==> src/rtl/uart_rx.sv <==
// 8N1 UART receiver: oversampled rx line, centre-of-bit sampling, valid/ack
// holding register with framing-error pulse and sticky overrun flag.
module uart_rx #(
    parameter int CLK_FREQ = 50000000,
    parameter int baud     = 9600
) (
    input  logic       clk_in,
    input  logic       rst,
    input  logic       rx,
    input  logic       rd_ack,
    output logic [7:0] data,
    output logic       data_valid,
    output logic       framing_err,
    output logic       overrun,
    output logic       bsy
);

    localparam int N    = CLK_FREQ / baud;
    localparam int HALF = N / 2;
    localparam int CW   = $clog2(N) + 1;

    typedef enum logic [2:0] {IDLE, START, DATA, STOP, WAIT_HIGH} state_t;

    state_t        state, state_next;
    logic [1:0]    rst_q;
    logic          rst_n_i;
    logic [1:0]    rx_q;
    logic          rx_s;
    logic [CW-1:0] clk_cnt;
    logic [2:0]    bit_cnt;
    logic [7:0]    shreg;
    logic          cnt_clr, shift_en, frame_ok, frame_bad;
    logic          half_hit, cnt_last;

    // Assert asynchronously, release two clocks after rst goes high.
    always_ff @(posedge clk_in or negedge rst) begin
        if (!rst) rst_q <= '0;
        else      rst_q <= {rst_q[0], 1'b1};
    end
    assign rst_n_i = rst_q[1];

    always_ff @(posedge clk_in or negedge rst_n_i) begin
        if (!rst_n_i) rx_q <= '1;
        else          rx_q <= {rx_q[0], rx};
    end
    assign rx_s = rx_q[1];

    assign half_hit = (clk_cnt == CW'(HALF - 1));
    assign cnt_last = (clk_cnt == CW'(N - 1));
    assign bsy      = (state != IDLE);

    always_ff @(posedge clk_in or negedge rst_n_i) begin
        if (!rst_n_i) state <= IDLE;
        else          state <= state_next;
    end

    always_comb begin
        state_next = state;
        cnt_clr    = 1'b0;
        shift_en   = 1'b0;
        frame_ok   = 1'b0;
        frame_bad  = 1'b0;
        case (state)
            IDLE: begin
                if (!rx_s) begin
                    state_next = START;
                    cnt_clr    = 1'b1;
                end
            end
            START: begin
                if (half_hit) begin
                    cnt_clr    = 1'b1;
                    state_next = rx_s ? IDLE : DATA;
                end
            end
            DATA: begin
                if (cnt_last) begin
                    cnt_clr  = 1'b1;
                    shift_en = 1'b1;
                    if (bit_cnt == 3'd7) state_next = STOP;
                end
            end
            STOP: begin
                if (cnt_last) begin
                    cnt_clr = 1'b1;
                    if (rx_s) begin
                        frame_ok   = 1'b1;
                        state_next = IDLE;
                    end else begin
                        frame_bad  = 1'b1;
                        state_next = WAIT_HIGH;
                    end
                end
            end
            WAIT_HIGH: begin
                if (rx_s) state_next = IDLE;
            end
            default: state_next = IDLE;
        endcase
    end

    always_ff @(posedge clk_in or negedge rst_n_i) begin
        if (!rst_n_i) begin
            clk_cnt <= '0;
            bit_cnt <= '0;
            shreg   <= '0;
        end else begin
            clk_cnt <= cnt_clr ? '0 : clk_cnt + CW'(1);
            if (state != DATA)  bit_cnt <= '0;
            else if (shift_en)  bit_cnt <= bit_cnt + 3'd1;
            if (shift_en) shreg <= {rx_s, shreg[7:1]};
        end
    end

    // A completing frame takes priority over a same-cycle ack; the ack then
    // only suppresses the overrun flag.
    always_ff @(posedge clk_in or negedge rst_n_i) begin
        if (!rst_n_i) begin
            data        <= '0;
            data_valid  <= 1'b0;
            framing_err <= 1'b0;
            overrun     <= 1'b0;
        end else begin
            framing_err <= frame_bad;
            if (frame_ok) begin
                data       <= shreg;
                data_valid <= 1'b1;
                overrun    <= data_valid && !rd_ack;
            end else if (rd_ack && data_valid) begin
                data_valid <= 1'b0;
                overrun    <= 1'b0;
            end
        end
    end

endmodule

==> config.mk <==
export PLATFORM = sky130hd
export DESIGN_NAME = uart_rx
export DESIGN_NICKNAME = d
export VERILOG_FILES = /design/src/rtl/uart_rx.sv
export SDC_FILE = /design/constraint.sdc
export NUM_CORES = 1
export LEC_CHECK = 0
export BUFFER_PORTS_ARGS = -buffer_cell sky130_fd_sc_hd__buf_2
export CORE_UTILIZATION = 45
export CTS_BUF_LIST = sky130_fd_sc_hd__clkbuf_8
export DETAILED_ROUTE_END_ITERATION = 6
export GPL_TIMING_DRIVEN = 0
export SLEW_MARGIN = 30
export SYNTH_ARGS = -nofsm -noshare
export SYNTH_HDL_FRONTEND = slang
export SYNTH_SLANG_ARGS = --single-unit
==> constraint.sdc <==
create_clock -name clk_in -period 3.5 [get_ports clk_in]
set_input_delay 0.35 -clock clk_in [delete_from_list [all_inputs] [get_ports clk_in]]
set_output_delay 0.35 -clock clk_in [all_outputs]
set_load 0.01 [all_outputs]
==> impl_results.html, run 1 <==
<table>
<tr><th>Metric</th><th>Value</th></tr>
<tr><th colspan="2">Yosys</th></tr>
<tr><td>Number of nets produced by synthesis</td><td>169</td></tr>
<tr><td>Avg Inst Size Synth</td><td>12.1 sq um</td></tr>
<tr><td>Share of async-settable or async-resettable flops after synthesis</td><td>100%</td></tr>
<tr><td>Number of instances in the synthesized netlist</td><td>162</td></tr>
<tr><td>Top cells by area in the synthesized netlist</td><td>sky130_fd_sc_hd__dfrtp_1 (52%), sky130_fd_sc_hd__mux2_2 (9.2%), sky130_fd_sc_hd__xnor2_1 (4.5%)</td></tr>
<tr><td>Unique masters post-synth</td><td>43</td></tr>
<tr><td>Cell area after synthesis</td><td>1960 sq um</td></tr>
<tr><td>Number of flops mapped to enable cells by yosys</td><td>0</td></tr>
<tr><td>Most used flip-flop cell after synthesis</td><td>sky130_fd_sc_hd__dfrtp_1</td></tr>
<tr><td>Fraction of synthesized cell area taken by the top area cell type</td><td>52.2%</td></tr>
<tr><td>FF+latch count, synth</td><td>43</td></tr>
<tr><td>Sequential element share of the synthesized area</td><td>54.9%</td></tr>
<tr><td>Yosys Warn Count</td><td>0</td></tr>
<tr><td>Most area-hungry cell type in the Yosys netlist</td><td>sky130_fd_sc_hd__dfrtp_1</td></tr>
<tr><th colspan="2">Floorplanning</th></tr>
<tr><td>Core Footprint</td><td>4090 sq um</td></tr>
<tr><td>Site row count</td><td>23</td></tr>
<tr><td>Effective utilization at floorplan</td><td>48.1%</td></tr>
<tr><td>Total die area</td><td>4630 sq um</td></tr>
<tr><td>Horiz. Die Dim</td><td>68.1 um</td></tr>
<tr><td>I/O pin cnt</td><td>16</td></tr>
<tr><td>Vertical extent of the die</td><td>68.1 um</td></tr>
<tr><th colspan="2">Layout</th></tr>
<tr><td>Syn-to-layout area delta</td><td>12.9%</td></tr>
<tr><td>Number of antenna repair diodes</td><td>0</td></tr>
<tr><td>Layout fillers</td><td>365</td></tr>
<tr><td>Most frequent cells in the layout</td><td>sky130_fd_sc_hd__dfrtp_1 (40), sky130_fd_sc_hd__mux2_2 (16), sky130_fd_sc_hd__buf_2 (15)</td></tr>
<tr><td>Final net count</td><td>193</td></tr>
<tr><td>Register area</td><td>1080 sq um</td></tr>
<tr><td>Area of the multi-input gates</td><td>808 sq um</td></tr>
<tr><td>Leading cell type in the layout, fill and taps excluded</td><td>sky130_fd_sc_hd__dfrtp_1</td></tr>
<tr><td>Fraction of layout instances using a drive strength above 1</td><td>28.3%</td></tr>
<tr><th colspan="2">Clock network</th></tr>
<tr><td>Number of clock sinks</td><td>43</td></tr>
<tr><td>Number of hold buffers added after cts</td><td>1</td></tr>
<tr><td>Number of setup buffers added after CTS</td><td>0</td></tr>
<tr><td>CTS H-tree lvls</td><td>2</td></tr>
<tr><td>Clock Latency Late Sink</td><td>0.29 ns</td></tr>
<tr><td>Number of buffers inserted during clock tree synthesis</td><td>5</td></tr>
<tr><td>Post-cts resize count</td><td>0</td></tr>
<tr><td>CTS tree</td><td>yes</td></tr>
<tr><td>Maximum count of clock buffers along a single path</td><td>2</td></tr>
<tr><td>CTS clk-pin slew, worst paths</td><td>0.08 ns</td></tr>
<tr><td>Cell at the root of the clock tree</td><td>sky130_fd_sc_hd__clkbuf_8</td></tr>
<tr><th colspan="2">STA</th></tr>
<tr><td>Setup slack of the critical path after layout</td><td>1.43 ns</td></tr>
<tr><td>Unrepaired setup endpoints after global routing</td><td>no</td></tr>
<tr><td>Sum of negative setup slack</td><td>0 ns</td></tr>
<tr><td>Final setup violating endpoints</td><td>0</td></tr>
<tr><td>Worst clock skew</td><td>0.00705 ns</td></tr>
<tr><td>Clock period minus final worst setup slack</td><td>2.07 ns</td></tr>
<tr><td>Max-slew violations</td><td>0</td></tr>
<tr><td>Final hold violations</td><td>0</td></tr>
<tr><td>Fin crit share</td><td>59.2%</td></tr>
<tr><td>Achievable clock frequency</td><td>0.483 GHz</td></tr>
<tr><th colspan="2">Route</th></tr>
<tr><td>Starting DRT DRC Count</td><td>61</td></tr>
<tr><td>DR DRC count</td><td>0</td></tr>
<tr><td>Routed Antenna Nets</td><td>0</td></tr>
<tr><td>Via density per instance</td><td>5.49</td></tr>
<tr><td>DRT Pass-1 Iters</td><td>5</td></tr>
<tr><td>Wirelength, routed</td><td>3440 um</td></tr>
<tr><td>Post-DR wirelength/cell</td><td>14.5 um</td></tr>
<tr><td>Overall via count from detail_route</td><td>1300</td></tr>
<tr><th colspan="2">Placement</th></tr>
<tr><td>Post-place setup slack</td><td>1.45 ns</td></tr>
<tr><td>PortBufs</td><td>15</td></tr>
<tr><td>Final estimated routing congestion in global placement</td><td>0.847</td></tr>
<tr><td>Detailed placer's ending HPWL</td><td>2520 um</td></tr>
<tr><th colspan="2">Power</th></tr>
<tr><td>Clock share of power</td><td>30.0%</td></tr>
<tr><td>Net switching share of the total power</td><td>28.0%</td></tr>
<tr><td>Power consumption</td><td>1.00 mW</td></tr>
<tr><td>Worst VDD drop</td><td>0.000230 V</td></tr>
<tr><td>Portion of total power attributed to sequential cells</td><td>58.1%</td></tr>
<tr><td>Pwr Density</td><td>452 nW/um^2</td></tr>
<tr><td>Sw power</td><td>282 uW</td></tr>
<tr><td>Part of the total power dissipated in combinational logic</td><td>11.9%</td></tr>
<tr><td>Cell-internal power</td><td>722 uW</td></tr>
<tr><td>Pleak</td><td>1.02 nW</td></tr>
<tr><th colspan="2">Worst setup path</th></tr>
<tr><td>Required time worst endpoint</td><td>3.68 ns</td></tr>
<tr><td>Crit path capture type</td><td>register</td></tr>
<tr><td>Critical path startpoint category</td><td>register</td></tr>
<tr><td>Cell-by-cell trace of the critical path</td><td>nor4b_1 -&gt; and4_4 -&gt; buf_6 -&gt; and3_1 -&gt; buf_4 -&gt; mux2_2</td></tr>
<tr><td>Library cell contributing the largest single delay on the critical path</td><td>sky130_fd_sc_hd__dfrtp_1</td></tr>
<tr><td>Max Fanout on Critical Path</td><td>10</td></tr>
<tr><td>Critical path's largest stage delay</td><td>0.47 ns</td></tr>
<tr><td>Critical Setup Path Class</td><td>reg -&gt; reg</td></tr>
<tr><td>Arrival time of data at the critical path endpoint</td><td>2.25 ns</td></tr>
<tr><th colspan="2">GRT</th></tr>
<tr><td>Tot GR Track Use</td><td>17.8%</td></tr>
<tr><td>Number of antenna violations at the first check in global routing</td><td>0</td></tr>
<tr><td>Overflow left after global routing</td><td>0</td></tr>
<tr><td>Vias in the first global route</td><td>1300</td></tr>
<tr><td>First-pass GRT wire length</td><td>5970 um</td></tr>
<tr><td>Maximum number of pins on one net before global-route repair</td><td>30</td></tr>
<tr><th colspan="2">Outcome</th></tr>
<tr><td>Outcome</td><td>completed</td></tr>
<tr><th colspan="2">Run</th></tr>
<tr><td>Max-cap violation count</td><td>0</td></tr>
<tr><th colspan="2">Hold path</th></tr>
<tr><td>Class of the tightest hold or removal check</td><td>reg -&gt; async</td></tr>
</table>
registers in the layout (all words and copies together), names as in the netlist:
register     count
rx_q             2
data_valid       1
data             8
rst_q            2
clk_cnt         14
state            3
framing_err      1
overrun          1
bit_cnt          3
shreg            8
metal layers:
| layer | up-vias | routed length (um) | share of wire, % | global-route usage, % |
|---|---|---|---|---|
| li1 | 628 | - | - | - |
| met4 | 0 | 28 | 0.81 | 9.11 |
| met3 | 4 | 142 | 4.1 | 5.67 |
| met2 | 26 | 1690 | 49 | 27.8 |
| met1 | 642 | 1590 | 46 | 21.8 |
| met5 | - | 0 | 0 | 0 |
synthesized netlist by cell type (2+ instances only):
| cell type | number |
|---|---|
| sky130_fd_sc_hd__or3_1 | 2 |
| sky130_fd_sc_hd__nor2_1 | 9 |
| sky130_fd_sc_hd__nor4_1 | 3 |
| sky130_fd_sc_hd__a21oi_1 | 13 |
| sky130_fd_sc_hd__nand3_1 | 3 |
| sky130_fd_sc_hd__ha_1 | 3 |
| sky130_fd_sc_hd__inv_1 | 8 |
| sky130_fd_sc_hd__nand4_1 | 6 |
| sky130_fd_sc_hd__o21ai_0 | 2 |
| sky130_fd_sc_hd__mux2_2 | 16 |
| sky130_fd_sc_hd__dfstp_2 | 2 |
| sky130_fd_sc_hd__nor3_1 | 6 |
| sky130_fd_sc_hd__nand2_1 | 6 |
| sky130_fd_sc_hd__mux2i_1 | 2 |
| sky130_fd_sc_hd__nand3b_1 | 2 |
| sky130_fd_sc_hd__xnor2_1 | 10 |
| sky130_fd_sc_hd__dfrtp_1 | 41 |
| sky130_fd_sc_hd__buf_6 | 2 |
| sky130_fd_sc_hd__xor2_1 | 2 |
through the flow:
| stage | hold WS, ns | std cells | instance area (sq um) | utilization (%) |
|---|---|---|---|---|
| 2_1_floorplan | 0.0544 | 162 | 1960 | - |
| 3_3_place_gp | 0.134 | 227 | 2100 | 51.4 |
| 3_5_place_dp | 0.136 | 228 | 2120 | 52.0 |
| 4_1_cts | 0.148 | 237 | 2220 | 54.3 |
| 5_1_grt | 0.140 | 237 | 2220 | 54.3 |
| 6_report | 0.155 | 237 | 2220 | 54.3 |
worst max-delay path, delay by kind of cell (launching register included):
kind / cells / cell delay [ns]
buf+inv: 2 / 0.31
flops: 1 / 0.47
mux: 1 / 0.34
simple gates: 3 / 0.84
cell type report:
cell class / instances / area share (%)
inverter: 8 / 1.35
clock inverter: 3 / 0.733
sequential: 43 / 48.7
clock buffer: 5 / 3.10
tap: 50 / 2.82
timing repair buffer: 17 / 4.74
buffer: 5 / 2.14
multi-input combinational: 106 / 36.4
kinds of logic (layout without fill, tap and decap cells):
logic type               count (synthesis)  count (layout)  synth area share (%)
AND/OR/NAND/NOR                         48              48                  15.2
flip-flops                              43              43                  54.9
XOR/XNOR                                12              12                  5.35
AO/OA/AOI/OAI                           24              24                  8.28
other                                    1               1                 0.191
buffers and inverters                   13              38                  3.95
adder cells (fa/ha/maj)                  3               3                  1.91
multiplexers                            18              18                  10.2
power by group through the flow:
| stage | logic [mW] | registers (mW) | clock network [mW] |
|---|---|---|---|
| final | 0.119 | 0.583 | 0.302 |
| after global routing | 0.134 | 0.590 | 0.332 |
| after CTS | 0.122 | 0.582 | 0.314 |
| after detailed placement | 0.121 | 0.592 | 0 |
| after global placement | 0.105 | 0.595 | 0 |
| after floorplan | 0.0890 | 0.583 | 0 |
final timing paths:
kind | start | slack, ns | to | cells past startpoint
worst max-delay path | clk_cnt[5] | 1.43 | data[3] | 6
worst min-delay path | rst_q[1] | 0.15 | data[6] | 0
worst max register to register | clk_cnt[5] | 1.43 | data[3] | 6
worst min register to register | rst_q[1] | 0.15 | data[6] | 0
max in group asynchronous | rst_q[1] | 2.90 | clk_cnt[0] | 1
min in group clk_in | rx | 0.16 | rx_q[0] | 1
No activity file was read; power rests on OpenSTA's default activity.
==> run 2: changes to the inputs <==
--- a/config.mk
+++ b/config.mk
@@ -10,6 +10,7 @@
 export CTS_BUF_LIST = sky130_fd_sc_hd__clkbuf_8
 export DETAILED_ROUTE_END_ITERATION = 6
 export GPL_TIMING_DRIVEN = 0
+export PLACE_DENSITY = 0.65
 export SLEW_MARGIN = 30
 export SYNTH_ARGS = -nofsm -noshare
 export SYNTH_HDL_FRONTEND = slang
==> constraint.sdc (replaced) <==
create_clock -name clk_in -period 1.79 [get_ports clk_in]
set_input_delay 0.179 -clock clk_in [delete_from_list [all_inputs] [get_ports clk_in]]
set_output_delay 0.179 -clock clk_in [all_outputs]
set_load 0.01 [all_outputs]
==> run 2 against run 1 <==
- the run now ends with negative setup slack left
- utilization up 9.6 points
- first-iteration DRC count is 13% lower
- die area did not move
- routed wire length up 24%
- sequential share of layout area decreased by 7.1 points
- via count grew 11%
- fmax up 10%
- global-route usage is 3.5 points higher
- power rose by 140%
- register-to-register slack got worse by 1.5 ns
- clock-buffer cell count unchanged
- flip-flop and latch count is the same
==> impl_results.html, run 2 (synthesis results as in run 1) <==
<table>
<tr><th>Metric</th><th>Value</th></tr>
<tr><th colspan="2">Layout</th></tr>
<tr><td>Syn-to-layout area delta</td><td>32.9% (was 12.9%)</td></tr>
<tr><td>Largest Register</td><td>clk_cnt (unchanged)</td></tr>
<tr><td>Fraction of layout instances using a drive strength above 1</td><td>46.5% (was 28.3%)</td></tr>
<tr><td>Number of antenna repair diodes</td><td>0 (unchanged)</td></tr>
<tr><td>Register area</td><td>1080 sq um (about the same)</td></tr>
<tr><td>Flip-flop count of the largest register after layout</td><td>14 (unchanged)</td></tr>
<tr><td>Fin area</td><td>2610 sq um (was 2220 sq um)</td></tr>
<tr><td>Area of the multi-input gates</td><td>936 sq um (was 808 sq um)</td></tr>
<tr><td>Leading cell type in the layout, fill and taps excluded</td><td>sky130_fd_sc_hd__dfrtp_1 (unchanged)</td></tr>
<tr><td>Final net count</td><td>219 (was 193)</td></tr>
<tr><td>Post-Route Utilization</td><td>63.9% (was 54.3%)</td></tr>
<tr><td>Non-filler instance count after layout</td><td>263 (was 237)</td></tr>
<tr><td>Regs by FF count</td><td>clk_cnt: 14 flops, data: 8 flops, shreg: 8 flops (unchanged)</td></tr>
<tr><td>Most frequent cells in the layout</td><td>sky130_fd_sc_hd__dfrtp_1 (36), sky130_fd_sc_hd__buf_4 (23), sky130_fd_sc_hd__buf_2 (15) (was sky130_fd_sc_hd__dfrtp_1 (40), sky130_fd_sc_hd__mux2_2 (16), sky130_fd_sc_hd__buf_2 (15))</td></tr>
<tr><td>Layout fillers</td><td>324 (was 365)</td></tr>
<tr><th colspan="2">Floorplanning</th></tr>
<tr><td>Vertical extent of the die</td><td>68.1 um (unchanged)</td></tr>
<tr><td>Horiz. Die Dim</td><td>68.1 um (unchanged)</td></tr>
<tr><td>Site row count</td><td>23 (unchanged)</td></tr>
<tr><td>Core Footprint</td><td>4090 sq um (unchanged)</td></tr>
<tr><td>Total die area</td><td>4630 sq um (unchanged)</td></tr>
<tr><td>I/O pin cnt</td><td>16 (unchanged)</td></tr>
<tr><td>Effective utilization at floorplan</td><td>48.1% (unchanged)</td></tr>
<tr><th colspan="2">Power</th></tr>
<tr><td>Power consumption</td><td>2.45 mW (was 1.00 mW)</td></tr>
<tr><td>Pwr Density</td><td>937 nW/um^2 (was 452 nW/um^2)</td></tr>
<tr><td>Worst VDD drop</td><td>0.000619 V (was 0.000230 V)</td></tr>
<tr><td>Pleak</td><td>1.19 nW (was 1.02 nW)</td></tr>
<tr><th colspan="2">Worst setup path</th></tr>
<tr><td>Arrival time of data at the critical path endpoint</td><td>2.07 ns (was 2.25 ns)</td></tr>
<tr><td>Library cell contributing the largest single delay on the critical path</td><td>sky130_fd_sc_hd__or4b_4 (was sky130_fd_sc_hd__dfrtp_1)</td></tr>
<tr><td>Max Fanout on Critical Path</td><td>4 (was 10)</td></tr>
<tr><td>Crit path capture type</td><td>register (unchanged)</td></tr>
<tr><td>Critical path startpoint category</td><td>register (unchanged)</td></tr>
<tr><td>Critical path's largest stage delay</td><td>0.53 ns (was 0.47 ns)</td></tr>
<tr><td>Required time worst endpoint</td><td>1.99 ns (was 3.68 ns)</td></tr>
<tr><td>Critical Setup Path Class</td><td>reg -&gt; reg (unchanged)</td></tr>
<tr><td>Cell-by-cell trace of the critical path</td><td>or4b_4 -&gt; nor4_4 -&gt; a221o_2 -&gt; buf_6 -&gt; o2bb2a_4 (was nor4b_1 -&gt; and4_4 -&gt; buf_6 -&gt; and3_1 -&gt; buf_4 -&gt; mux2_2)</td></tr>
<tr><th colspan="2">STA</th></tr>
<tr><td>Final hold violations</td><td>0 (unchanged)</td></tr>
<tr><td>Sum of negative setup slack</td><td>-0.746 ns (was 0 ns)</td></tr>
<tr><td>Final setup violating endpoints</td><td>19 (was 0)</td></tr>
<tr><td>Clock period minus final worst setup slack</td><td>1.88 ns (was 2.07 ns)</td></tr>
<tr><td>Fin crit share</td><td>105% (was 59.2%)</td></tr>
<tr><td>Max-slew violations</td><td>0 (unchanged)</td></tr>
<tr><td>Setup slack of the critical path after layout</td><td>-0.0860 ns (was 1.43 ns)</td></tr>
<tr><td>Worst clock skew</td><td>0.00951 ns (was 0.00705 ns)</td></tr>
<tr><td>Worst hold slack</td><td>0.0627 ns (was 0.155 ns)</td></tr>
<tr><td>Achievable clock frequency</td><td>0.533 GHz (was 0.483 GHz)</td></tr>
<tr><td>Unrepaired setup endpoints after global routing</td><td>yes (was no)</td></tr>
<tr><th colspan="2">Run</th></tr>
<tr><td>Max-cap violation count</td><td>0 (unchanged)</td></tr>
<tr><th colspan="2">Placement</th></tr>
<tr><td>Detailed placer's ending HPWL</td><td>2560 um (was 2520 um)</td></tr>
<tr><td>Final estimated routing congestion in global placement</td><td>0.875 (was 0.847)</td></tr>
<tr><td>Placed insts</td><td>228 (unchanged)</td></tr>
<tr><td>Post-place setup slack</td><td>-0.193 ns (was 1.45 ns)</td></tr>
<tr><td>DP Area</td><td>2150 sq um (was 2120 sq um)</td></tr>
<tr><td>PortBufs</td><td>15 (unchanged)</td></tr>
<tr><th colspan="2">Outcome</th></tr>
<tr><td>Outcome</td><td>finished, violations left (was completed)</td></tr>
<tr><td>Failing checks</td><td>negative setup slack</td></tr>
<tr><th colspan="2">Route</th></tr>
<tr><td>Via density per instance</td><td>5.49 (about the same)</td></tr>
<tr><td>Routed Antenna Nets</td><td>0 (unchanged)</td></tr>
<tr><td>DRT Pass-1 Iters</td><td>4 (was 5)</td></tr>
<tr><td>DR DRC count</td><td>0 (unchanged)</td></tr>
<tr><td>Post-DR wirelength/cell</td><td>16.2 um (was 14.5 um)</td></tr>
<tr><td>Starting DRT DRC Count</td><td>53 (was 61)</td></tr>
<tr><td>Wirelength, routed</td><td>4270 um (was 3440 um)</td></tr>
<tr><td>Overall via count from detail_route</td><td>1445 (was 1300)</td></tr>
<tr><th colspan="2">Clock network</th></tr>
<tr><td>Maximum count of clock buffers along a single path</td><td>2 (unchanged)</td></tr>
<tr><td>CTS clk-pin slew, worst paths</td><td>0.09 ns (was 0.08 ns)</td></tr>
<tr><td>CTS tree</td><td>yes (unchanged)</td></tr>
<tr><td>Clock Latency Late Sink</td><td>0.30 ns (was 0.29 ns)</td></tr>
<tr><td>Cell at the root of the clock tree</td><td>sky130_fd_sc_hd__clkbuf_8 (unchanged)</td></tr>
<tr><td>CTS H-tree lvls</td><td>2 (unchanged)</td></tr>
<tr><td>Number of clock sinks</td><td>43 (unchanged)</td></tr>
<tr><td>Number of buffers inserted during clock tree synthesis</td><td>5 (unchanged)</td></tr>
<tr><th colspan="2">GRT</th></tr>
<tr><td>Tot GR Track Use</td><td>21.3% (was 17.8%)</td></tr>
<tr><td>Overflow left after global routing</td><td>0 (unchanged)</td></tr>
<tr><td>Maximum number of pins on one net before global-route repair</td><td>31 (was 30)</td></tr>
<tr><td>Number of antenna violations at the first check in global routing</td><td>0 (unchanged)</td></tr>
<tr><td>Vias in the first global route</td><td>1505 (was 1300)</td></tr>
<tr><td>First-pass GRT wire length</td><td>7020 um (was 5970 um)</td></tr>
<tr><th colspan="2">Hold path</th></tr>
<tr><td>Class of the tightest hold or removal check</td><td>in -&gt; reg (was reg -&gt; async)</td></tr>
</table>
-- run 2: layout make-up --
cell class | instances | share of cell area [%]
buffer | 4 | 1.68
clock buffer | 5 | 2.64
clock inverter | 3 | 2.44
inverter | 8 | 1.15
multi-input combinational | 106 | 35.8
sequential | 43 | 41.5
tap | 50 | 2.40
timing repair buffer | 44 | 12.3
-- run 2: power by group --
part	internal, mW	switching, mW	total (mW)	leakage (nW)
Sequential	1.04	0.0827	1.13	0.569
Combinational	0.222	0.215	0.436	0.555
Clock	0.552	0.332	0.883	0.0695
Total	1.82	0.629	2.45	1.19
-- run 2: what timing repair did --
| action | in CTS | in global routing |
|---|---|---|
| setup buffers | 19 | 5 |
| hold endpoints to repair | 3 | 0 |
| gates cloned | 2 | 0 |
| pin swaps | 8 | 9 |
| setup endpoints to repair | 31 | 32 |
| hold buffers | 2 | 0 |
| gates resized for setup | 24 | 12 |
-- run 2: final timing paths --
kind	from	endpoint	slack, ns	cells past startpoint
setup / recovery	clk_cnt[2]	clk_cnt[13]	-0.09	5
hold / removal	rd_ack	data_valid	0.06	2
setup reg to reg	clk_cnt[2]	clk_cnt[13]	-0.09	5
hold reg to reg	rst_q[1]	shreg[7]	0.14	0
max in group asynchronous	rst_q[1]	clk_cnt[2]	1.19	1
min in group asynchronous	rst_q[1]	shreg[7]	0.14	0
-- run 2: critical path: cells and delay by family, from the launching register on --
| kind | cells | cell delay (ns) |
|---|---|---|
| AND/OR/NAND/NOR | 2 | 0.82 |
| flip-flops | 1 | 0.42 |
| buffers and inverters | 1 | 0.12 |
| AO/OA/AOI/OAI | 2 | 0.41 |
-- run 2: metal layers --
layer	routed length [um]	track usage [%]	part of all wire, %	up-vias
met2	2090	33.1	49	31
met3	150	6.33	3.5	11
met1	1920	26.3	45	725
met4	112	11.7	2.6	0
li1	-	-	-	678
met5	0	0	0	-
